[src/rtl/spi_pkg.sv]
// ---------------------------------------------------------------------------
// spi_pkg
// Shared definitions for the SPI receive endpoint.
//   SPI_DATA_W  : default word width
//   CPOL / CPHA : SPI mode handled by the receiver (mode 0)
//   spi_state_t : receiver FSM state encoding
// ---------------------------------------------------------------------------
package spi_pkg;

  localparam int SPI_DATA_W = 16;

  // Mode 0: SCLK idles low, data sampled on the rising SCLK edge.
  localparam bit CPOL = 1'b0;
  localparam bit CPHA = 1'b0;

  typedef enum logic {
    IDLE  = 1'b0,
    SHIFT = 1'b1
  } spi_state_t;

endpackage

[src/rtl/spi_sync_edge.sv]
// ---------------------------------------------------------------------------
// spi_sync_edge
// Brings one asynchronous SPI pin into the clk domain and derives edges.
// The pin passes through SYNC_STAGES flops; one further delay flop holds the
// previous synced level so rise/fall are single-cycle pulses.
//
// Parameters:
//   SYNC_STAGES : synchronizer depth (>= 2)
//   RESET_VAL   : value of every stage while reset is asserted
// Ports:
//   clk, reset : local clock, asynchronous active-high reset
//   din        : asynchronous pin
//   level      : synchronized level
//   rise, fall : one-cycle pulses on synced level transitions
// ---------------------------------------------------------------------------
module spi_sync_edge #(
  parameter int   SYNC_STAGES = 2,
  parameter logic RESET_VAL   = 1'b0
) (
  input  logic clk,
  input  logic reset,
  input  logic din,
  output logic level,
  output logic rise,
  output logic fall
);

  logic [SYNC_STAGES-1:0] sync_q;
  logic                   dly_q;

  always_ff @(posedge clk or posedge reset) begin
    if (reset) begin
      sync_q <= {SYNC_STAGES{RESET_VAL}};
      dly_q  <= RESET_VAL;
    end else begin
      sync_q <= {sync_q[SYNC_STAGES-2:0], din};
      dly_q  <= sync_q[SYNC_STAGES-1];
    end
  end

  assign level = sync_q[SYNC_STAGES-1];
  assign rise  = level & ~dly_q;
  assign fall  = ~level & dly_q;

endmodule

[src/rtl/spi_rx_slave.sv]
// ---------------------------------------------------------------------------
// spi_rx_slave
// SPI mode-0 receive endpoint (MSB first). Oversamples cs/sclk/data on clk,
// shifts in DATA_W-bit words while CS is low (back-to-back words allowed)
// and presents each completed word in a valid/ready holding register.
//
// Handshake: dout is transferred when dout_valid & dout_ready are both high
// on a clk edge. dout_valid stays high until that transfer; a newly
// completed word loading on the same edge keeps dout_valid high. A word
// completing while dout_valid & !dout_ready is dropped and flagged by
// overrun.
//
// Parameters:
//   DATA_W      : word width (>= 2)
//   SYNC_STAGES : synchronizer depth per SPI input (>= 2)
// Ports:
//   clk, reset  : local clock, asynchronous active-high reset
//   spi_cs_l    : chip select, active low (asynchronous)
//   spi_sclk    : SPI clock (asynchronous)
//   spi_data    : serial data, MOSI (asynchronous)
//   dout        : last received word
//   dout_valid  : dout holds an unconsumed word
//   dout_ready  : consumer accepts dout
//   frame_err   : one-cycle pulse, CS rose mid-word (partial word dropped)
//   overrun     : one-cycle pulse, completed word dropped
//   busy        : receiver FSM is in SHIFT
//   bit_count   : (only with SPI_RX_BITCNT_EN) internal bit counter
//
// Build option: define SPI_RX_BITCNT_EN to expose the bit counter.
// SCLK high and low phases must each last >= SYNC_STAGES+1 clk cycles.
// ---------------------------------------------------------------------------
module spi_rx_slave
  import spi_pkg::*;
#(
  parameter int DATA_W      = SPI_DATA_W,
  parameter int SYNC_STAGES = 2
) (
  input  logic              clk,
  input  logic              reset,
  input  logic              spi_cs_l,
  input  logic              spi_sclk,
  input  logic              spi_data,
  output logic [DATA_W-1:0] dout,
  output logic              dout_valid,
  input  logic              dout_ready,
  output logic              frame_err,
  output logic              overrun,
  output logic              busy
`ifdef SPI_RX_BITCNT_EN
  ,
  output logic [$clog2(DATA_W):0] bit_count
`endif
);

  localparam int                CNT_W    = $clog2(DATA_W) + 1;
  localparam logic [CNT_W-1:0]  LAST_BIT = CNT_W'(DATA_W - 1);

  // Synchronized pins and edges. Only the level of data is used; the other
  // unused outputs are collected into unused_edges.
  logic cs_rise, cs_fall, sclk_rise, data_level;
  logic unused_cs_level, unused_sclk_level, unused_sclk_fall;
  logic unused_data_rise, unused_data_fall;
  logic unused_edges;

  spi_sync_edge #(.SYNC_STAGES(SYNC_STAGES), .RESET_VAL(1'b0)) u_sync_cs (
    .clk   (clk),
    .reset (reset),
    .din   (spi_cs_l),
    .level (unused_cs_level),
    .rise  (cs_rise),
    .fall  (cs_fall)
  );

  spi_sync_edge #(.SYNC_STAGES(SYNC_STAGES), .RESET_VAL(1'b0)) u_sync_sclk (
    .clk   (clk),
    .reset (reset),
    .din   (spi_sclk),
    .level (unused_sclk_level),
    .rise  (sclk_rise),
    .fall  (unused_sclk_fall)
  );

  // Same depth as the sclk path, so data_level is aligned with sclk_rise.
  spi_sync_edge #(.SYNC_STAGES(SYNC_STAGES), .RESET_VAL(1'b0)) u_sync_data (
    .clk   (clk),
    .reset (reset),
    .din   (spi_data),
    .level (data_level),
    .rise  (unused_data_rise),
    .fall  (unused_data_fall)
  );

  assign unused_edges = unused_cs_level ^ unused_sclk_level ^ unused_sclk_fall
                      ^ unused_data_rise ^ unused_data_fall;

  // FSM and datapath registers
  spi_state_t        state_q, state_d;
  logic [CNT_W-1:0]  cnt_q, cnt_d;
  logic [DATA_W-1:0] shreg_q, shreg_d;
  logic [DATA_W-1:0] word;
  logic [DATA_W-1:0] dout_d;
  logic              dout_valid_d, frame_err_d, overrun_d;
  logic              word_done, load;

  always_ff @(posedge clk or posedge reset) begin
    if (reset) begin
      state_q    <= IDLE;
      cnt_q      <= '0;
      shreg_q    <= '0;
      dout       <= '0;
      dout_valid <= 1'b0;
      frame_err  <= 1'b0;
      overrun    <= 1'b0;
    end else begin
      state_q    <= state_d;
      cnt_q      <= cnt_d;
      shreg_q    <= shreg_d;
      dout       <= dout_d;
      dout_valid <= dout_valid_d;
      frame_err  <= frame_err_d;
      overrun    <= overrun_d;
    end
  end

  always_comb begin
    state_d     = state_q;
    cnt_d       = cnt_q;
    shreg_d     = shreg_q;
    word_done   = 1'b0;
    frame_err_d = 1'b0;
    word        = {shreg_q[DATA_W-2:0], data_level};

    case (state_q)
      IDLE: begin
        if (cs_fall) begin
          state_d = SHIFT;
          cnt_d   = '0;
        end
      end
      SHIFT: begin
        // CS release wins over a coincident sclk rise.
        if (cs_rise) begin
          state_d     = IDLE;
          cnt_d       = '0;
          shreg_d     = '0;
          frame_err_d = (cnt_q != '0);
        end else if (sclk_rise) begin
          shreg_d = word;
          if (cnt_q == LAST_BIT) begin
            cnt_d     = '0;
            word_done = 1'b1;
          end else begin
            cnt_d = cnt_q + CNT_W'(1);
          end
        end
      end
      default: begin
        state_d = IDLE;
        cnt_d   = '0;
      end
    endcase

    // Holding register: a load wins over a simultaneous consume.
    load         = word_done & (~dout_valid | dout_ready);
    overrun_d    = word_done & ~load;
    dout_d       = load ? word : dout;
    dout_valid_d = load | (dout_valid & ~dout_ready);
  end

  assign busy = (state_q == SHIFT);

`ifdef SPI_RX_BITCNT_EN
  assign bit_count = cnt_q;
`endif

endmodule

[config.mk]
export PLATFORM = sky130hd
export DESIGN_NAME = spi_rx_slave
export DESIGN_NICKNAME = d
export VERILOG_FILES = /design/src/rtl/spi_pkg.sv /design/src/rtl/spi_sync_edge.sv /design/src/rtl/spi_rx_slave.sv
export SDC_FILE = /design/constraint.sdc
export NUM_CORES = 1
export LEC_CHECK = 0
export CAP_MARGIN = 20
export CORE_MARGIN = 2
export CORE_UTILIZATION = 53
export CTS_CLUSTER_DIAMETER = 120
export DETAILED_ROUTE_END_ITERATION = 8
export MAX_ROUTING_LAYER = met4
export PLACE_DENSITY = 0.75
export SLEW_MARGIN = 20
export SYNTH_ARGS = -nofsm -noshare
export SYNTH_HDL_FRONTEND = slang
export SYNTH_SLANG_ARGS = --single-unit
[constraint.sdc]
create_clock -name clk -period 1.9 [get_ports clk]
set_input_delay 0.19 -clock clk [delete_from_list [all_inputs] [get_ports clk]]
set_output_delay 0.19 -clock clk [all_outputs]
set_load 0.005 [all_outputs]
==> impl_metrics.py, run 1 <==
metrics = {
    "placed_design": {
        "dp_hpwl_um": 1980,
        "place_congestion": 0.820,
        "place_area_um2": 2180,
        "port_buffers": 25,
        "placed_cells": 193,
    },
    "power": {
        "p_int_mw": 1.55,
        "sw_frac_of_total": 0.227,
        "ir_worst_vdd_mv": 0.711,
        "clockPowerShare": 0.354,
        "combPwrFrac": 0.089,
        "p_leak_nw": 1.07,
        "seq_power_share": 0.557,
        "p_per_area_nw_per_um2": 878,
        "p_sw_mw": 0.455,
    },
    "cts": {
        "clock-sinks": 48,
        "clk_pin_slew_worst_paths_ps": 130,
        "cts-resized-gates": 0,
        "ctsHoldBuffers": 0,
        "cts_tree": "built",
        "cts_setup_buffers": 0,
        "numCtsBuffers": 5,
        "cts_root_buf": "clkbuf_4",
        "htree_levels": 2,
        "clock_path_buffers": 2,
        "insertion_delay_ps": 360,
    },
    "critical_path": {
        "endpoint_kind": "register",
        "critPathKind": "reg -> reg",
        "critPathMaxStageDelay_ps": 400,
        "critPathRequiredTime_ps": 2170,
        "cp.buffers_inverters": 1,
        "start_kind": "register",
        "path_max_fanout": 16,
        "arrival_ps": 2010,
        "cp_slowest_cell": "dfrtp_1",
        "crit_family": "simple AND/OR/NAND/NOR gates",
        "cp_cell_sequence": "ha_1, nand4b_2, nor3b_4, buf_12, mux2_2",
    },
    "sta": {
        "finalCriticalPeriod_ps": 1740,
        "hold_viol": 0,
        "fmax_ghz": 0.573,
        "slew_violations": 0,
        "relSlewSlack": 0.619,
        "worst_pin_slew_ps": 572,
        "fin_setup_tns_ps": 0,
        "skew_ps": 8.17,
        "min_period_over_period": 0.918,
        "rsz0062_at_grt": "false",
        "finalSetupViolCount": 0,
    },
    "yosys": {
        "async_flop_share": 1.00,
        "yosysSeqAreaShare": 0.639,
        "ys_types": 33,
        "synth_area_um2": 1880,
        "synth-seq-cells": 48,
        "syn-num-nets": 132,
        "yosys_warnings": 0,
        "synth_area_per_cell_um2": 15.2,
        "synthCells": 124,
        "synth_edf_count": 0,
        "ys.flop_type": "dfrtp_1",
    },
    "die": {
        "core_um2": 3360,
        "die_w_um": 63.6,
        "die-height_um": 63.6,
        "start_util": 0.559,
        "io_pins": 26,
        "rows": 21,
        "dieArea_um2": 4040,
    },
    "final_layout": {
        "finalNetCount": 162,
        "postLayoutCellArea_um2": 2280,
        "fin_cells": 200,
        "final_util": 0.679,
        "drive_above_1_share": 0.214,
        "antennaDiodeCount": 0,
        "area_growth_pct": 21.5,
    },
    "drt": {
        "dr.pass1.iters": 4,
        "vias_per_cell": 5.37,
        "num_vias": 1073,
        "wirelength_um": 3000,
        "drc": 0,
        "wl_per_cell_um": 15.0,
        "drt_iter0_drc": 75,
        "ant_nets": 0,
    },
    "global_route": {
        "antenna_found_initial": 0,
        "grt_pass1_vias": 1147,
        "grt_pass1_wl_um": 5260,
        "grt_max_degree": 49,
        "grt-ovfl-total": 0,
        "grt_use_total": 0.175,
    },
    "run_status": {
        "run_status": "finished clean",
    },
    "flow_run": {
        "maxCapViolations": 0,
    },
    "min_path": {
        "hp-class": "in -> reg",
    },
}
[cells by family (layout without fill, tap and decap cells)]
family	count (synthesis)	after routing	synth area share
DFF	48	48	0.639
muxes	18	18	0.126
buffers and inverters	10	40	0.0333
and+or+nand+nor	22	22	0.0872
AOI/OAI and AO/OA	24	24	0.101
adders and majority gates	2	2	0.0133
[synthesized netlist by cell type, drive strengths merged (3+ instances only)]
library cell	n	area (um^2)
mux2	16	218
nand3	5	37.5
a22o	15	131
o21ai	4	23.8
buf	3	36.3
inv	5	18.8
nand2	3	11.3
dfrtp	48	1200
[per-layer routing]
layer  global-route usage  vias to the layer above  part of all wire
met3               0.0482                        5             0.041
li1                     -                      503                 -
met2                0.272                       22              0.49
met1                0.220                      543              0.46
met4               0.0652                        0             0.017
met5                    -                        -                 0
[path summary, 6_finish.rpt]
kind | end | cells after the start | from | slack [ps]
hold reg to reg | u_sync_cs.sync_q[1] | 0 | u_sync_cs.sync_q[0] | 370
max in group asynchronous | cnt_q[3] | 3 | reset | 1240
setup / recovery | dout[7] | 5 | cnt_q[0] | 160
setup reg to reg | dout[7] | 5 | cnt_q[0] | 160
min in group asynchronous | dout[8] | 3 | reset | 280
hold / removal | u_sync_data.sync_q[0] | 1 | spi_data | 250
[power groups by stage]
stage | registers [mW] | clock network, mW | logic [mW]
after detailed placement | 1.14 | 0 | 0.176
final | 1.12 | 0.709 | 0.178
after floorplan | 1.12 | 0 | 0.130
after CTS | 1.12 | 0.723 | 0.177
after global routing | 1.13 | 0.783 | 0.206
after global placement | 1.13 | 0 | 0.169
[placed cells by master (no fill, tap or decap), drive strengths merged, types with 2 or more instances in the layout]
| cell type | synthesis | layout |
|---|---|---|
| nand2 | 3 | 3 |
| clkbuf | 2 | 5 |
| or3 | 2 | 2 |
| and2b | 2 | 2 |
| nor2 | 2 | 2 |
| bufinv | 0 | 2 |
| nand3 | 5 | 5 |
| and3 | 2 | 2 |
| mux2i | 2 | 2 |
| buf | 3 | 3 |
| mux2 | 16 | 16 |
| ha | 2 | 2 |
| o21ai | 4 | 4 |
| nand2b | 2 | 2 |
| a22o | 15 | 15 |
| inv | 5 | 5 |
| dfrtp | 48 | 48 |
| clkdlybuf4s50 | 0 | 25 |
[area by class of cell]
cell class                      count  area, um^2
Inverter                            5        18.8
Multi-Input combinational cell     66         624
Sequential cell                    48        1200
Timing Repair Buffer               28         285
Clock buffer                        5        37.5
Tap cell                           46        57.6
Fill cell                         254        1080
Clock inverter                      2        60.1
[registers in the layout (all words and copies together), names as in the netlist]
signal              flops
dout_valid              1
busy                    1
cnt_q                   5
u_sync_sclk.sync_q      2
u_sync_data.sync_q      2
u_sync_sclk.dly_q       1
u_sync_cs.dly_q         1
u_sync_cs.sync_q        2
frame_err               1
shreg_q                15
dout                   16
overrun                 1
[through the flow]
stage                     setup WS, ps  hold WS (ps)  total power [mW]
after floorplan                    214           221              1.25
after global placement             170           333              1.30
after detailed placement          97.7           336              1.31
after CTS                         81.3           245              2.02
after global routing              30.7           228              2.12
final                              156           249              2.01
(Power assumes the default switching activity.)
==> run 2: changes to the inputs <==
- GPL_TIMING_DRIVEN: not set -> 0
==> run 2 against run 1 <==
  * First-iteration DRC count shrank 64%
  * Non-clock buffer count increased by 4
  * Flip-flop and latch count unchanged
  * Via count grew 5.2%
  * Core utilization rose by 0.63 points
  * Clock skew grew 4.2 ps
  * Critical endpoint is now dout[11]
  * Cell area increased by 0.93%
==> impl_metrics.py, run 2 (synthesis gave the netlist of run 1 again) <==
metrics = {
    "cts": {
        "clk_pin_slew_worst_paths_ps": 140,
        "clock-sinks": 48,
        "numCtsBuffers": 5,
        "ctsHoldBuffers": 0,
        "cts_tree": "built",
        "htree_levels": 2,
        "cts_root_buf": "clkbuf_4",
        "clock_path_buffers": 2,
        "insertion_delay_ps": 360,
    },
    "sta": {
        "slew_violations": 0,
        "fmax_ghz": 0.567,
        "min_period_over_period": 0.928,
        "rsz0062_at_grt": "false",
        "timing.hold.ws_ps": 183,
        "layout_setup_ws_ps": 137,
        "hold_viol": 0,
        "worst_pin_slew_ps": 567,
        "skew_ps": 12.4,
        "finalCriticalPeriod_ps": 1760,
        "finalSetupViolCount": 0,
        "relSlewSlack": 0.621,
    },
    "drt": {
        "num_vias": 1129,
        "drt_iter0_drc": 27,
        "wirelength_um": 3160,
        "wl_per_cell_um": 15.4,
        "ant_nets": 0,
        "vias_per_cell": 5.51,
        "dr.pass1.iters": 4,
        "drc": 0,
    },
    "final_layout": {
        "largestRegisters": "dout: 16 flops, shreg_q: 15 flops, cnt_q: 5 flops",
        "largest_reg_flops": 16,
        "area_growth_pct": 22.6,
        "drive_above_1_share": 0.233,
        "largest_register": "dout",
        "finalNetCount": 166,
        "final_common_cell": "dfrtp_1",
        "fin_cells": 205,
        "most-common-layout-cells": "48 x dfrtp_1, 25 x clkdlybuf4s50_1, 15 x a22o_1",
        "postLayoutCellArea_um2": 2310,
        "final_util": 0.686,
        "antennaDiodeCount": 0,
        "n_fill_cell": 276,
    },
    "critical_path": {
        "r2r_slack_ps": 140,
        "cp-startpoint": "cnt_q[0]",
        "r2r_cells": 5,
        "path_max_fanout": 6,
        "start_kind": "register",
        "r2r-start": "cnt_q[0]",
        "reg2reg_to": "dout[11]",
        "critPathRequiredTime_ps": 2150,
        "endpoint_kind": "register",
        "worstSetupEndpoint": "dout[11]",
        "arrival_ps": 2020,
        "critPathKind": "reg -> reg",
    },
    "die": {
        "io_pins": 26,
        "rows": 21,
        "die_w_um": 63.6,
        "dieArea_um2": 4040,
        "core_um2": 3360,
        "die-height_um": 63.6,
        "start_util": 0.559,
    },
    "power": {
        "ir_worst_vdd_mv": 0.634,
        "p_per_area_nw_per_um2": 825,
        "p_leak_nw": 1.08,
    },
    "global_route": {
        "grt_util_met1": 0.244,
        "grtUsageMet2": 0.296,
        "grt_busiest_layer": "met2",
        "met3_usage": 0.0589,
        "grt_pass1_vias": 1195,
        "grt_max_degree": 27,
        "grt_pass1_wl_um": 5750,
        "grt_use_total": 0.195,
        "antenna_found_initial": 0,
        "grt-ovfl-total": 0,
    },
    "placed_design": {
        "port_buffers": 25,
        "dp_hpwl_um": 2230,
        "dp_slack_ps": -35.7,
        "place_congestion": 0.708,
        "placed_cells": 196,
        "place_area_um2": 2220,
    },
    "run_status": {
        "run_status": "finished clean",
    },
    "flow_run": {
        "maxCapViolations": 0,
    },
    "min_path": {
        "hp-class": "in -> async",
    },
}
==> run 2: how the worst min path moves through the flow <==
stage / end / cells past startpoint
after floorplan: u_sync_cs.sync_q[0] / 0
after global placement: u_sync_data.sync_q[1] / 0
after detailed placement: u_sync_sclk.sync_q[1] / 0
after CTS: dout[8] / 2
after global routing: u_sync_data.sync_q[0] / 1
final: dout[8] / 2
==> run 2: what timing repair did <==
item / 4_1_cts / 5_1_grt
endpoints found under the setup margin: 10 / 6
gates resized for setup: 0 / 1
setup buffers: 1 / 0
hold endpoints to repair: 0 / 0
pin swaps: 1 / 1
==> run 2: critical path: stages, from the launching register on <==
cell	delay, ps
dfrtp_1	400
ha_2	230
nand4b_2	170
nor3b_4	300
buf_4	220
mux2_2	340
==> run 2: per-stage QoR <==
stage / TNS (ps) / power (mW)
floorplan: 0 / 1.25
global placement: -11000 / 1.30
detailed placement: -292 / 1.33
CTS: 0 / 1.92
global route: 0 / 1.99
finish: 0 / 1.90
==> run 2: area by class of cell <==
type	count	area, um^2	area share
well taps	46	57.6	0.0250
plain buffers	5	43.8	0.0190
clock inverters	3	42.5	0.0184
clock buffers	5	37.5	0.0163
multi-input cells	66	619	0.269
inverters	5	18.8	0.00814
flip-flops and latches	48	1200	0.521
repair buffers	27	285	0.124
==> run 2: power by group <==
group / leakage, nW / switching [mW] / internal [mW]
Sequential: 0.646 / 0.0445 / 1.07
Combinational: 0.396 / 0.109 / 0.0852
Clock: 0.0412 / 0.318 / 0.274
Total: 1.08 / 0.471 / 1.43
==> run 2: routing by layer <==
layer,vias up,part of all wire
met5,-,0
met3,9,0.049
li1,523,-
met2,38,0.48
met4,0,0.019
met1,559,0.45
==> variant: new RTL, settings of run 2 <==
Register the output `overrun` once more, cleared by the reset; this adds one clock of latency there. The other outputs are not delayed to match. Comments in the files are not updated.
--- a/src/rtl/spi_rx_slave.sv
+++ b/src/rtl/spi_rx_slave.sv
@@ -55,6 +55,8 @@
   localparam int                CNT_W    = $clog2(DATA_W) + 1;
   localparam logic [CNT_W-1:0]  LAST_BIT = CNT_W'(DATA_W - 1);
 
+  logic overrun_s0;
+
   // Synchronized pins and edges. Only the level of data is used; the other
   // unused outputs are collected into unused_edges.
   logic cs_rise, cs_fall, sclk_rise, data_level;
@@ -110,7 +112,7 @@
       dout       <= '0;
       dout_valid <= 1'b0;
       frame_err  <= 1'b0;
-      overrun    <= 1'b0;
+      overrun_s0 <= 1'b0;
     end else begin
       state_q    <= state_d;
       cnt_q      <= cnt_d;
@@ -118,7 +120,7 @@
       dout       <= dout_d;
       dout_valid <= dout_valid_d;
       frame_err  <= frame_err_d;
-      overrun    <= overrun_d;
+      overrun_s0 <= overrun_d;
     end
   end
 
@@ -173,5 +175,13 @@
   assign bit_count = cnt_q;
 `endif
 
+  always_ff @(posedge clk or posedge reset) begin
+    if (reset) begin
+      overrun <= '0;
+    end else begin
+      overrun <= overrun_s0;
+    end
+  end
+
 endmodule
 
Check against the original RTL: no difference found for any inputs over 10 cycles, from zero or initial values and one cycle with reset high; that may be too few to reach the edited logic, so the function may still have changed.
==> variant against run 2 <==
  * Total power decreased by 6.2%
  * Cell area increased by 0.60%
  * Worst hold slack got worse by 0.078 ns
  * Synthesized area increased by 1.3%
  * Sequential cell count increased by 1
  * Worst setup slack improved by 0.0028 ns
  * First-iteration DRC count increased by 78%
  * Wire length increased by 0.86%
  * Largest power group unchanged
==> variant: results (changes against run 2) <==
| Metric | Value |
|---|---|
| YS warnings | 0 (unchanged) |
| Share of synthesized area occupied by flip-flops and latches | 64.3% (+0.47 points) |
| Starting DRT DRC Count | 48 (+78%) |
| Filler Cell Count | 241 (-13%) |
| Wire length of the first global-routing pass | 5510 um (-4.1%) |
| Largest voltage drop on the vdd net | 0.506 mV (-20%) |
| Synth cell count leaders | sky130_fd_sc_hd__dfrtp_1 (49), sky130_fd_sc_hd__a22o_1 (15), sky130_fd_sc_hd__mux2_4 (10) |
| Gpl congestion | 0.711 (+0.37%) |
| XOR/XNOR Fraction of Synth Area | 0% (unchanged) |
| Largest fanout of any net on the critical path | 10 (+4) |
| Adder and majority gate portion of the synthesized area | 1.31% (-0.017 points) |
| Placed wire-length estimate after detailed placement | 2270 um (+1.8%) |
| Leakage component of the power | 1.09 nW (+0.20%) |
| Vias in the first global route | 1189 (-0.50%) |
| Status | completed |
| Avg WL per Cell | 15.4 um (-0.12%) |
| Final setup skew | 0.0172 ns (+0.00477 ns) |
| Deepest clock path buffer count | 2 (unchanged) |
| DR vias | 1126 (-0.27%) |
| Maximum number of pins on one net before global-route repair | 34 (+26%) |
| Ranking of synthesized cells by area | sky130_fd_sc_hd__dfrtp_1 (64%), sky130_fd_sc_hd__mux2_4 (7.9%), sky130_fd_sc_hd__a22o_1 (6.9%) |
| Overall global routing resource usage | 18.3% (-1.1 points) |
| Post-Syn Nets | 133 (+0.76%) |
| Pint | 1.32 mW (-7.8%) |
| Initial antenna violation count | 0 (unchanged) |
| Slew HR | 68.8% (+6.7 points) |
| Mux contribution to synthesized area | 12.5% (-0.17 points) |
| Fraction of final layout cells with drive strength greater than 1 | 23.0% (-0.29 points) |
| Complex-gate fraction of the synthesized area | 9.98% (-0.13 points) |
variant: changes by cell type in the layout (fill, tap and decap cells not counted):
| cell | before | now |
|---|---|---|
| sky130_fd_sc_hd__buf_12 | 1 | 3 |
| sky130_fd_sc_hd__buf_16 | 1 | 0 |
| sky130_fd_sc_hd__bufinv_16 | 1 | 0 |
| sky130_fd_sc_hd__clkbuf_1 | 2 | 3 |
| sky130_fd_sc_hd__clkinv_2 | 1 | 0 |
| sky130_fd_sc_hd__clkinvlp_4 | 1 | 2 |
| sky130_fd_sc_hd__dfrtp_1 | 48 | 49 |
variant: cells by family after synthesis:
group	after synthesis
flops	49
buf+inv	10
simple gates	22
mux	18
fa+ha+maj	2
compound gates	24
variant: final timing paths:
path,endpoint,startpoint,depth (start not counted),slack (ns)
max reg2reg,dout[12],cnt_q[0],6,0.14
min reg2reg,u_sync_data.sync_q[1],u_sync_data.sync_q[0],0,0.36
min in group clk,u_sync_data.sync_q[0],spi_data,1,0.26
max in group asynchronous,shreg_q[9],reset,3,1.32
min,cnt_q[0],reset,2,0.11
max,dout[12],cnt_q[0],6,0.14
variant: layout make-up:
cell class	instances	area (sq um)	share of cell area [%]
repair buffers	28	298	12.8
multi-input cells	66	619	26.7
flip-flops and latches	49	1230	52.9
plain buffers	5	43.8	1.89
inverters	5	18.8	0.809
clock inverters	2	15.0	0.647
well taps	46	57.6	2.48
clock buffers	6	41.3	1.78
variant: worst max-delay path, cell delays in order (launching register included):
cell	delay, ns
sky130_fd_sc_hd__dfrtp_1	0.40
sky130_fd_sc_hd__ha_2	0.23
sky130_fd_sc_hd__nand4b_2	0.17
sky130_fd_sc_hd__nor3b_4	0.26
sky130_fd_sc_hd__buf_12	0.15
sky130_fd_sc_hd__buf_12	0.14
sky130_fd_sc_hd__mux2_4	0.30
variant: timing repair:
action,4_1_cts,5_1_grt
setup buffers,2,0
setup endpoints to repair,10,11
hold buffers,0,0
pin swaps,1,0
resized for setup,0,1
variant: metal layers:
layer	vias to the layer above	part of all wire (%)	global-route usage [%]
met5	-	0	-
met3	5	3.6	3.70
li1	519	-	-
met2	30	49	29.8
met1	572	46	22.6
met4	0	1.3	7.34
variant: power groups by stage:
stage	registers [mW]	clock network [mW]	logic, mW
after floorplan	1.15	0	0.130
after global placement	1.15	0	0.173
after detailed placement	1.16	0	0.187
after CTS	1.14	0.475	0.188
after global routing	1.15	0.521	0.214
final	1.14	0.459	0.186
variant: stage by stage:
stage               utilization, %  hold WS (ns)  setup TNS, ns  std cells  worst slack (ns)
floorplan                        -         0.221              0        125             0.214
global placement              65.3         0.332         -13.65        196            -0.280
detailed placement            65.9         0.335       -0.00116        197         -0.000809
CTS                           68.4         0.104              0        207             0.116
global route                  68.4         0.130              0        207            0.0214
finish                        68.4         0.105              0        207             0.140
